===== config.mk =====
export PLATFORM = sky130hd
export DESIGN_NAME = edge_event_scheduler_flat
export DESIGN_NICKNAME = d
export VERILOG_FILES = /design/src/rtl/edge_event_scheduler_if.sv /design/src/rtl/edge_event_scheduler.sv /design/src/flat_wrapper.sv
export SDC_FILE = /design/constraint.sdc
export NUM_CORES = 1
export LEC_CHECK = 0
export CORE_MARGIN = 4
export CORE_UTILIZATION = 40
export CTS_BUF_LIST = sky130_fd_sc_hd__clkbuf_16
export DETAILED_ROUTE_END_ITERATION = 16
export SLEW_MARGIN = 30
export SYNTH_ARGS = -nofsm -noshare
export SYNTH_HDL_FRONTEND = slang
export SYNTH_SLANG_ARGS = --single-unit

===== constraint.sdc =====
create_clock -name clk -period 6.88 [get_ports clk]
set_input_delay 1.032 -clock clk [delete_from_list [all_inputs] [get_ports clk]]
set_output_delay 1.032 -clock clk [all_outputs]
set_load 0.03 [all_outputs]

===== src/rtl/edge_event_scheduler_if.sv =====
// Event-delivery bundle between the edge scheduler (master) and its consumer (slave).
// The master side samples din/mask/event_ready and drives the event and status outputs.
interface edge_event_scheduler_if #(
  parameter int unsigned WIDTH = 32
);
  localparam int unsigned IdW  = (WIDTH > 1) ? $clog2(WIDTH) : 1;
  localparam int unsigned CntW = $clog2(WIDTH + 1);

  logic [WIDTH-1:0] din;
  logic [WIDTH-1:0] mask;
  logic             event_ready;
  logic             event_valid;
  logic [IdW-1:0]   event_id;
  logic [WIDTH-1:0] pending;
  logic [CntW-1:0]  pend_count;
  logic             overflow;

  modport master (
    input  din, mask, event_ready,
    output event_valid, event_id, pending, pend_count, overflow
  );

  modport slave (
    output din, mask, event_ready,
    input  event_valid, event_id, pending, pend_count, overflow
  );
endinterface


===== src/rtl/edge_event_scheduler.sv =====
// Falling-edge capture into sticky pending flags, served one at a time by a
// round-robin scheduler over a valid/ready handshake.
module edge_event_scheduler #(
  parameter int unsigned WIDTH = 32
) (
  input logic                    clk,
  input logic                    reset,
  edge_event_scheduler_if.master bus
);
  localparam int unsigned IdW  = (WIDTH > 1) ? $clog2(WIDTH) : 1;
  localparam int unsigned CntW = $clog2(WIDTH + 1);

  typedef enum logic [0:0] {StIdle, StPresent} state_e;

  state_e           r_state, w_state_d;
  logic [WIDTH-1:0] r_prev, r_pending, w_pending_d;
  logic [WIDTH-1:0] w_fall, w_clr, w_elig, w_elig_excl, w_id_onehot;
  logic             r_overflow, w_overflow_d;
  logic [IdW-1:0]   r_id, w_id_d, r_ptr, w_ptr_d, w_next_ptr;
  logic [CntW-1:0]  r_count;
  logic             w_hs;

  // First set bit of req at or above start, wrapping modulo WIDTH.
  function automatic logic [IdW-1:0] rr_pick(input logic [WIDTH-1:0] req,
                                             input logic [IdW-1:0]   start);
    logic [IdW-1:0] pick;
    logic [IdW-1:0] idx;
    logic           found;
    pick  = '0;
    found = 1'b0;
    for (int unsigned k = 0; k < WIDTH; k++) begin
      idx = IdW'((32'(start) + k) % WIDTH);
      if (!found && req[idx]) begin
        pick  = idx;
        found = 1'b1;
      end
    end
    return pick;
  endfunction

  always_comb begin
    w_fall       = r_prev & ~bus.din;
    w_hs         = (r_state == StPresent) && bus.event_ready;
    w_id_onehot  = WIDTH'(1) << r_id;
    w_clr        = w_hs ? w_id_onehot : '0;
    w_pending_d  = (r_pending & ~w_clr) | w_fall;
    w_overflow_d = r_overflow | (|(w_fall & r_pending & ~w_clr));
    // Grant decisions use registered pending, so fresh edges wait one cycle.
    w_elig       = r_pending & bus.mask;
    w_elig_excl  = w_elig & ~w_id_onehot;
    w_next_ptr   = (r_id == IdW'(WIDTH - 1)) ? '0 : r_id + 1'b1;
  end

  always_comb begin
    w_state_d = r_state;
    w_id_d    = r_id;
    w_ptr_d   = r_ptr;
    unique case (r_state)
      StIdle: begin
        if (|w_elig) begin
          w_id_d    = rr_pick(w_elig, r_ptr);
          w_state_d = StPresent;
        end
      end
      StPresent: begin
        if (w_hs) begin
          w_ptr_d = w_next_ptr;
          if (|w_elig_excl) begin
            w_id_d = rr_pick(w_elig_excl, w_next_ptr);
          end else begin
            w_state_d = StIdle;
          end
        end
      end
      default: w_state_d = StIdle;
    endcase
  end

  always_ff @(posedge clk) begin
    r_prev <= bus.din;
    if (reset) begin
      r_state    <= StIdle;
      r_pending  <= '0;
      r_overflow <= 1'b0;
      r_id       <= '0;
      r_ptr      <= '0;
      r_count    <= '0;
    end else begin
      r_state    <= w_state_d;
      r_pending  <= w_pending_d;
      r_overflow <= w_overflow_d;
      r_id       <= w_id_d;
      r_ptr      <= w_ptr_d;
      r_count    <= CntW'($countones(w_pending_d));
    end
  end

  assign bus.event_valid = (r_state == StPresent);
  assign bus.event_id    = r_id;
  assign bus.pending     = r_pending;
  assign bus.pend_count  = r_count;
  assign bus.overflow    = r_overflow;
endmodule


===== src/flat_wrapper.sv =====
// flat-port wrapper written by rule: the top's interface ports become plain ports
module edge_event_scheduler_flat 
#(
  parameter int unsigned WIDTH = 32
)
  (clk, reset, bus_din, bus_mask, bus_event_ready, bus_event_valid, bus_event_id, bus_pending, bus_pend_count, bus_overflow);
  edge_event_scheduler_if #(.WIDTH(WIDTH)) bus_i ();
  input logic clk;
  input logic reset;
  input wire logic [$bits(bus_i.din)-1:0] bus_din;
  input wire logic [$bits(bus_i.mask)-1:0] bus_mask;
  input wire logic [$bits(bus_i.event_ready)-1:0] bus_event_ready;
  output wire logic [$bits(bus_i.event_valid)-1:0] bus_event_valid;
  output wire logic [$bits(bus_i.event_id)-1:0] bus_event_id;
  output wire logic [$bits(bus_i.pending)-1:0] bus_pending;
  output wire logic [$bits(bus_i.pend_count)-1:0] bus_pend_count;
  output wire logic [$bits(bus_i.overflow)-1:0] bus_overflow;
  assign bus_i.din = bus_din;
  assign bus_i.mask = bus_mask;
  assign bus_i.event_ready = bus_event_ready;
  assign bus_event_valid = bus_i.event_valid;
  assign bus_event_id = bus_i.event_id;
  assign bus_pending = bus_i.pending;
  assign bus_pend_count = bus_i.pend_count;
  assign bus_overflow = bus_i.overflow;
  edge_event_scheduler #(.WIDTH(WIDTH)) u_core (.clk(clk), .reset(reset), .bus(bus_i));
endmodule

[Word-level counts from Yosys, hierarchy flattened]
Cells that the tools add are included.
Storage, ports and cells
  flip-flop bits (word level): 82
  bits in latches: 0
  memory bits (writable): 0
  bits in read-only memories: 0
  input bits: 67
  output and inout bits: 45
  logic and storage cells: 731
  memories kept: 0
Cells by class
  add/sub/neg operators: 94
  $mul: 0
  div/mod/pow operators: 0
  order comparisons: 64
  eq/ne operators: 4
  shifts and indexed selects: 1
  multiplexer cells: 419
  bitwise gates (word level): 12
  reduce and logical (&&, ||, !) cells: 130
Operators by type and width (count)
  $lt 5x6->1 const B: 64
  $mux 5: 68
  $bmux 1 s5: 64
  $mux 1: 284
  $and 32x32->32: 6
  $add 5x5->5 const B: 32
  $not 32->32: 3
  $reduce_or 32->1: 3
  $add 6x6->6: 15
  $add 5x4->5 const B: 16
  $logic_and 1x1->1: 63
  $logic_not 1->1: 62
  $add 5x3->5 const B: 8
  $add 1x1->2: 16
  $mux 32: 1
  $or 32x32->32: 1
  $shl 1x5->32 const A: 1
  $add 5x2->5 const B: 4
  $add 5x1->5 const B: 3
  $pmux 5 s2: 1
  $eq 5x5->1 const B: 1
  $ne 2x2->1 const B: 2
  $reduce_and 3->1: 1
  $ne 2x1->1 const B: 1
  4 further kinds: 4

[Longest topological paths before layout]
Gate-level depths: netlist (run 1).
  word-level depth: 195
  depth in mapped cells: 26
  depth with buffers taken out: 20

[Worst setup path before layout (run 1)]
No wires, ideal clock.
  path kind: register to register
  start: register u_core.r_id[3] (netlist: u_core.bus.event_id[3])
  end: register u_core.r_id[1] (netlist: u_core.bus.event_id[1])
  library setup time: 0.120 ns
  arrival time: 6.478 ns
  data required time: 6.760 ns
  setup slack: 0.282 ns
  cell stages (with the launch flop): 24
  buffers on the path: 7
  clock period less this slack: 6.598 ns
  cells stage by stage: dfxtp_1 -> buf_2 -> buf_4 -> and3_1 -> ha_1 -> or2_2 -> buf_2 -> inv_1 -> clkbuf_1 -> clkbuf_1 -> ha_1 -> a21oi_1 -> xnor2_1 -> mux4_2 -> mux2i_1 -> and3b_1 -> nand4_2 -> buf_2 -> buf_2 -> nor3_1 -> or3b_2 -> o21a_1 -> o21a_1 -> a211o_1
On the way
  elaborated cells between the ends (all ways): 325
  those cells by class: 32 x add/sub; 2 x eq/ne; 1 x shift; 224 x mux; 2 x bitwise; 64 x reduce/logical
RTL lines
  from (decl): line edge_event_scheduler.sv:19  | logic [IdW-1:0] r_id, w_id_d, r_ptr, w_ptr_d, w_next_ptr;
  from (signal assigned): line edge_event_scheduler.sv:92  | r_id <= w_id_d;
  $eq 5x5->1 *: line edge_event_scheduler.sv:51  | w_next_ptr = (r_id == IdW'(WIDTH - 1)) ? '0 : r_id + 1'b1;
  $mux 5 *: line edge_event_scheduler.sv:51
  net u_core.w_next_ptr[2]: line edge_event_scheduler.sv:19
  $bmux 1 s5: line edge_event_scheduler.sv:33  | if (!found && req[idx]) begin
  $mux 1 (implied by the code): line edge_event_scheduler.sv:33
  $mux 1: line edge_event_scheduler.sv:33
  $mux 1: line edge_event_scheduler.sv:68  | if (|w_elig_excl) begin
  $mux 1: line edge_event_scheduler.sv:66  | if (w_hs) begin
  (+179 left out)
  $mux 1: line edge_event_scheduler.sv:66
  $mux 1: line edge_event_scheduler.sv:58  | unique case (r_state)
  $logic_not 1->1: line edge_event_scheduler.sv:33
  $logic_and 1x1->1: line edge_event_scheduler.sv:33
  $mux 5 *: line edge_event_scheduler.sv:33
  $mux 5 *: line edge_event_scheduler.sv:68
  $mux 5 *: line edge_event_scheduler.sv:66
  $pmux 5 s2 *: line edge_event_scheduler.sv:58
The timed path passes the listed nets; every way through them passes the cells marked *. The select of a mux whose other input is x is not followed.
A chain may end at the register's enable or synchronous reset.

[Worst setup path after layout (run 1)]
  start: register u_core.r_id[0] (netlist: u_core.bus.event_id[0])
  end: register u_core.r_id[2] (netlist: u_core.bus.event_id[2])
On the way
  longest elaborated chain between the ends: 195
  elaborated cells between the ends (all ways): 325
  those cells by class: 32 x add/sub; 2 x eq/ne; 1 x shift; 224 x mux; 2 x bitwise; 64 x reduce/logical
Ends and longest elaborated chain
  branches (longest 195 deep; another with $add 5x1->5)
Parallel ways; which one is timed is not known. The select of a mux whose other input is x is not followed.

==> run metrics, run 1 <==
status=complete, no violations; Ports=112; main flop type after synthesis=dfxtp_1; minimum clock period=6.736 ns; post-DR wirelength/cell=29.73 µm; postcts setup bufs=0; initial detailed-routing violation count=3621; worst path arrival time=6.96 ns; Core Area=0.04412 mm²; worst relative slew slack=27.33%; EDFF count, synth=0; Async SR Flop Fraction=0%; final worst-path cycle share=97.91%; Syn Nets=2323; Yosys Warn Count=0; clock root cell=clkbuf_16; number of synthesized register bits=82; post-route insts no fill=2883; die height=219.0 µm; post-cts hold buffer count=0; DRC viols=0; RR Startpoint=u_core.bus.event_id[0]; worst vdd ir=0.3246 mV; Detail Route Antenna Nets=0; Die ar.=0.04797 mm²; Hold EP=u_core.r_ptr[3]; CTS sink count=82; Setup TNS Final=0 ns; width of the die=219.0 µm; Post-synth top cells=220 x nand2_1, 163 x mux4_2, 157 x nor2_1; Final nets=2434; clock buffer depth=2; R2R cell count=16; Setup Viol. Count Final=0; met1 Usage GRT=49.03%; dpl ws=0.2115 ns; Setup crit start kind=flip-flop; Antenna Diode Count=0; WL final=85720 µm; Setup CP Type=reg2reg; vias=20503; clock transition at the registers of the reported paths=0.07 ns; synthesized area=0.01781 mm²; global-route wire length before repair=125800 µm; Max Freq=148.5 MHz; FP Rows=77; total power=9417 µW; GRT Residual Overflow=0; WP data required=7.11 ns; routing usage on met2=50.83%; share of cells above drive strength 1=16.72%; HP Class=reg2reg; final setup margin=0.1438 ns; initial antenna violation count=0; Setup crit end kind=flip-flop; top cells by area, synth=mux4_2 21%, dfxtp_1 9.2%, mux2i_1 7.2%, nand2_1 4.6%, o21ai_0 4.2%; Cells after Synth=2175; Max Cap Viol=0; Unique masters post-synth=96; Layout area overhead=14.56%; sequential area share after synthesis=9.215%; vias in the first global route=19004; CTS tree=built; starting density of the core=40.37%; met3 Track Usage GR=8.502%; Total GRT Usage=34.56%; Pleak=0.007590 µW; worst hold path depth=2; Final HPWL DP=69740 µm; largest net degree at the start of global routing=96; Hold Crit Start=u_core.r_ptr[3]; reg2reg end=u_core.bus.event_id[2]; via/cell ratio=7.112; Worst-Margin Slew=1.079 ns; final-layout fill cell count=4396; Critical Path Fanout Max=14; top-count cell post-synth=nand2_1; Max Transition Viols Final=0; Layout Skew=0.009682 ns; final hold vios=0; GR peak layer=met2; unrepaired setup endpoints after global routing=no; cell count after placement=2867; drt pass-1 iters=7; mean area per synthesized cell=8.190 µm²; routability cong.=1.070; Synth top area share=20.61%; cell taking the most area after synthesis=mux4_2; flop2flop setup slack=0.14 ns; Worst-Skew Late Latency=0.36 ns; CTS buffer count=9; pwr/cell area=461.5 mW/mm²; I/O Buffers=111; post_cts resized=0; # H-tree levels=3
cell type report:
type	instances	area (µm²)	share of cell area, %
Inverter	67	255.2	1.251
Clock inverter	7	83.83	0.4108
Sequential cell	82	1645	8.063
Clock buffer	9	225.2	1.104
Tap cell	592	740.7	3.630
Multi-Input combinational cell	1891	15390	75.43
Timing Repair Buffer	235	2064	10.12
layout by cell type, fill, tap and decap left out, types with 11 or more instances in the layout:
| cell type | instances |
|---|---|
| fa_1 | 26 |
| ha_1 | 52 |
| nand2_1 | 220 |
| nand3_1 | 79 |
| a21boi_0 | 25 |
| mux4_2 | 163 |
| and2_1 | 39 |
| or2_2 | 13 |
| a211oi_1 | 20 |
| o211ai_1 | 32 |
| o2111ai_1 | 12 |
| a211o_1 | 11 |
| xnor2_1 | 48 |
| nor2b_1 | 27 |
| inv_1 | 60 |
| a21oi_1 | 123 |
| a22oi_1 | 19 |
| xor2_1 | 11 |
| clkdlybuf4s50_1 | 110 |
| nand2b_1 | 60 |
| buf_4 | 123 |
| o22ai_1 | 45 |
| dfxtp_1 | 79 |
| mux2_2 | 23 |
| mux2i_1 | 128 |
| o21ai_0 | 149 |
| or4_1 | 12 |
| nor2_1 | 156 |
| nor3_1 | 57 |
| and3_1 | 18 |
| nand4_1 | 32 |
| o21a_1 | 26 |
| nor4_1 | 22 |
| a31oi_1 | 28 |
| a22o_1 | 15 |
sequential cells by signal (all words and copies together), names as in the netlist:
register                flops
u_core.bus.pending         32
u_core.r_ptr                5
u_core.bus.pend_count       6
u_core.bus.event_id         5
u_core.r_prev              32
u_core.bus.overflow         1
u_core.bus.event_valid      1
worst max path at each step:
stage,slack [ns],startpoint,to
after floorplan,0.28,u_core.bus.event_id[3],u_core.bus.event_id[1]
final,0.14,u_core.bus.event_id[0],u_core.bus.event_id[2]
after global routing,0.02,u_core.bus.event_id[0],u_core.bus.event_id[1]
after global placement,-0.13,u_core.bus.event_id[0],u_core.bus.event_id[2]
after CTS,0.23,u_core.bus.event_id[0],u_core.bus.event_id[2]
after detailed placement,0.21,bus_event_ready,u_core.bus.pend_count[5]
critical path: stages, from the launching register on:
cell and delay (ns):
dfxtp_1 0.32, ha_1 0.24, and3_1 0.20, ha_1 0.28, or2_2 0.45, buf_12 0.20
xnor2_2 0.66, mux4_2 0.72, mux4_2 0.64, nor4b_2 0.47, nand4_2 0.47, or4_1 0.74
a211oi_1 0.31, o32ai_1 0.18, a21o_1 0.22, o31ai_1 0.36, o211ai_1 0.13
routing by layer:
metal | up-vias | wire length, µm
li1 | 8689 | -
met3 | 293 | 10860
met2 | 1564 | 35750
met5 | - | 0
met1 | 9957 | 34740
met4 | 0 | 4362
metrics by stage:
stage / hold slack, ns / instance area [µm²] / util (%)
2_1_floorplan: 0.4772 / 17810 / -
3_3_place_gp: 0.5087 / 20050 / 45.45
3_5_place_dp: 0.5197 / 20060 / 45.47
4_1_cts: 0.5358 / 20370 / 46.17
5_1_grt: 0.5615 / 20410 / 46.25
6_report: 0.5349 / 20410 / 46.25
power breakdown:
| group | internal, µW | switching (µW) | leakage (µW) | total [µW] |
|---|---|---|---|---|
| registers | 537 | 57.5 | 0.000685 | 594 |
| clock network | 290 | 242 | 0.000154 | 531 |
| logic | 3160 | 5130 | 0.00675 | 8290 |
| total | 3980 | 5430 | 0.00759 | 9420 |
kinds of logic (layout without fill, tap and decap cells):
| group | after synthesis | in the layout | synth area share (%) |
|---|---|---|---|
| buf+inv | 202 | 318 | 4.748 |
| compound gates | 622 | 622 | 22.86 |
| mux | 319 | 319 | 29.92 |
| simple gates | 803 | 803 | 23.06 |
| flops | 82 | 82 | 9.215 |
| xor+xnor | 66 | 66 | 3.414 |
| fa+ha+maj | 81 | 81 | 6.785 |
No activity file was read; power rests on OpenSTA's default activity.
==> run 2: changes to the inputs <==
- CELL_PAD_IN_SITES_DETAIL_PLACEMENT: unset -> 1
- CELL_PAD_IN_SITES_GLOBAL_PLACEMENT: unset -> 1
- PLACE_DENSITY: unset -> 0.74
==> run metrics, run 2 (same netlist as run 1, synthesis figures left out) <==
worst path arrival time=6.78 ns (-0.18 ns); Final nets=2431 (-0.12%); dpl ws=0.1031 ns (-0.1084 ns); design area=0.02036 mm² (-0.22%); I/O Buffers=111 (unchanged); Core Area=0.04412 mm² (unchanged); CP max-delay cell=clkdlybuf4s50_1; Die ar.=0.04797 mm² (unchanged); final-layout fill cell count=5386 (+23%); Setup TNS Final=0 ns (unchanged); drt pass-1 iters=6 (-1); Layout Skew=0.01316 ns (+0.003474 ns); Pleak=0.007582 µW (about the same); Setup crit end kind=flip-flop; final worst-path cycle share=94.63% (-3.3 points); clock buffer depth=2 (unchanged); Placement Cell Area=0.02005 mm² (about the same); CTS sink count=82 (unchanged); FP Rows=77 (unchanged); status=complete, no violations; post_cts resized=0 (unchanged); worst setup path start=bus_event_ready; vias=20863 (+1.8%); commonest cells after routing, fill and taps aside=220 x nand2_1, 163 x mux4_2, 155 x nor2_1, 148 x o21ai_0, 128 x mux2i_1; critical path endpoint=u_core.bus.pend_count[5]; die height=219.0 µm (unchanged); Total GRT Usage=37.28% (+2.7 points); Detail Route Antenna Nets=0 (unchanged); width of the die=219.0 µm (unchanged); vias in the first global route=20703 (+8.9%); Worst-Skew Late Latency=0.36 ns (about the same); final setup margin=0.3694 ns (+0.2256 ns); DRC viols=0 (unchanged); initial detailed-routing violation count=3060 (-15%); Final HPWL DP=74660 µm (+7.1%); critical path, cell by cell=clkdlybuf4s50_1 -> nand2_1 -> or2_2 -> o21ai_0 -> nand2_1 -> ha_1 -> inv_1 -> fa_1 -> inv_1 -> fa_1 -> fa_1 -> fa_1 -> fa_1 -> ha_1 -> inv_1 -> fa_1 -> nor2b_1 -> o21ai_0 -> a21oi_1; worst vdd ir=0.3637 mV (+12%); WL final=91720 µm (+7.0%); final core utilization=46.15% (-0.10 points); final hold vios=0 (unchanged); share of cells above drive strength 1=16.52% (-0.20 points); Antenna Diode Count=0 (unchanged); Max Cap Viol=0 (unchanged); clock root cell=clkbuf_16; R2R cell count=17 (+1); post-cts hold buffer count=0 (unchanged); reg2reg end=u_core.bus.event_id[4]; # H-tree levels=3 (unchanged); Ports=112 (unchanged); via/cell ratio=7.244 (+1.9%); CTS buffer count=9 (unchanged); CP peak stage delay=0.68 ns (-0.06 ns); Critical Path Fanout Max=4 (-10); Setup CP Type=in2reg; global-route wire length before repair=136400 µm (+8.4%); pwr/cell area=468.7 mW/mm² (+1.6%); initial antenna violation count=0 (unchanged); post-DR wirelength/cell=31.85 µm (+7.1%); unrepaired setup endpoints after global routing=no; Max Transition Viols Final=0 (unchanged); most common cell after layout, fill and taps aside=nand2_1; Setup crit start kind=primary input; CTS tree=built; WP data required=7.15 ns (+0.04 ns); flop2flop setup slack=0.59 ns (+0.45 ns); CP most frequent cell=fa_1; Reg area=0.001644 mm² (about the same); Layout area overhead=14.31%; RR Startpoint=u_core.bus.event_id[1]; multi-input logic area=0.01539 mm² (about the same); Worst-Margin Slew=1.029 ns (-0.05003 ns); worst relative slew slack=30.93% (+3.6 points); Setup Viol. Count Final=0 (unchanged); starting density of the core=40.37% (unchanged); minimum clock period=6.511 ns (-0.2256 ns); Max Freq=153.6 MHz (+3.5%); postcts setup bufs=0 (unchanged); GRT Residual Overflow=0 (unchanged); clock transition at the registers of the reported paths=0.07 ns (about the same); routability cong.=1.067 (-0.29%); largest net degree at the start of global routing=94 (-2.1%); HP Class=reg2reg
-- run 2: worst min path at each step --
stage / from / slack, ns / endpoint / cells past startpoint
after detailed placement: u_core.r_prev[6] / 0.53 / u_core.bus.pending[6] / 2
after CTS: u_core.r_prev[6] / 0.54 / u_core.bus.pending[6] / 2
after global routing: u_core.r_prev[6] / 0.57 / u_core.bus.pending[6] / 2
final: u_core.r_prev[6] / 0.53 / u_core.bus.pending[6] / 2
after global placement: u_core.r_prev[6] / 0.51 / u_core.bus.pending[6] / 2
after floorplan: u_core.r_prev[19] / 0.48 / u_core.bus.pending[19] / 2
-- run 2: routing by layer --
layer  global-route usage [%]  up-vias  part of all wire, %
met5                        0        -                    0
met4                    14.47        0                  4.9
met3                    9.679      296                   12
met2                    55.14     1507                   42
met1                    52.11    10384                   41
li1                         -     8676                    -
-- run 2: power by group --
part,internal (µW),switching [µW]
Combinational,3090,5350
Sequential,537,58.7
Clock,257,248
-- run 2: area by class of cell --
class | instances | area share (%)
multi-input combinational | 1891 | 75.57
timing repair buffer | 232 | 10.02
sequential | 82 | 8.074
tap | 592 | 3.638
inverter | 67 | 1.235
clock buffer | 9 | 1.106
clock inverter | 7 | 0.3564
-- run 2: critical path: cells and delay by family --
family	cells	cell delay, ns
adders and majority gates	8	3.45
buffers and inverters	4	0.85
and+or+nand+nor	4	0.85
AOI/OAI and AO/OA	3	0.60
-- run 2: metrics by stage --
step / hold WS, ns / instances / power [µW]
after floorplan: 0.4772 / 2175 / 5913
after global placement: 0.5108 / 2864 / 8511
after detailed placement: 0.5258 / 2864 / 8682
after CTS: 0.5365 / 2880 / 9212
after global routing: 0.5701 / 2880 / 9994
final: 0.5270 / 2880 / 9544
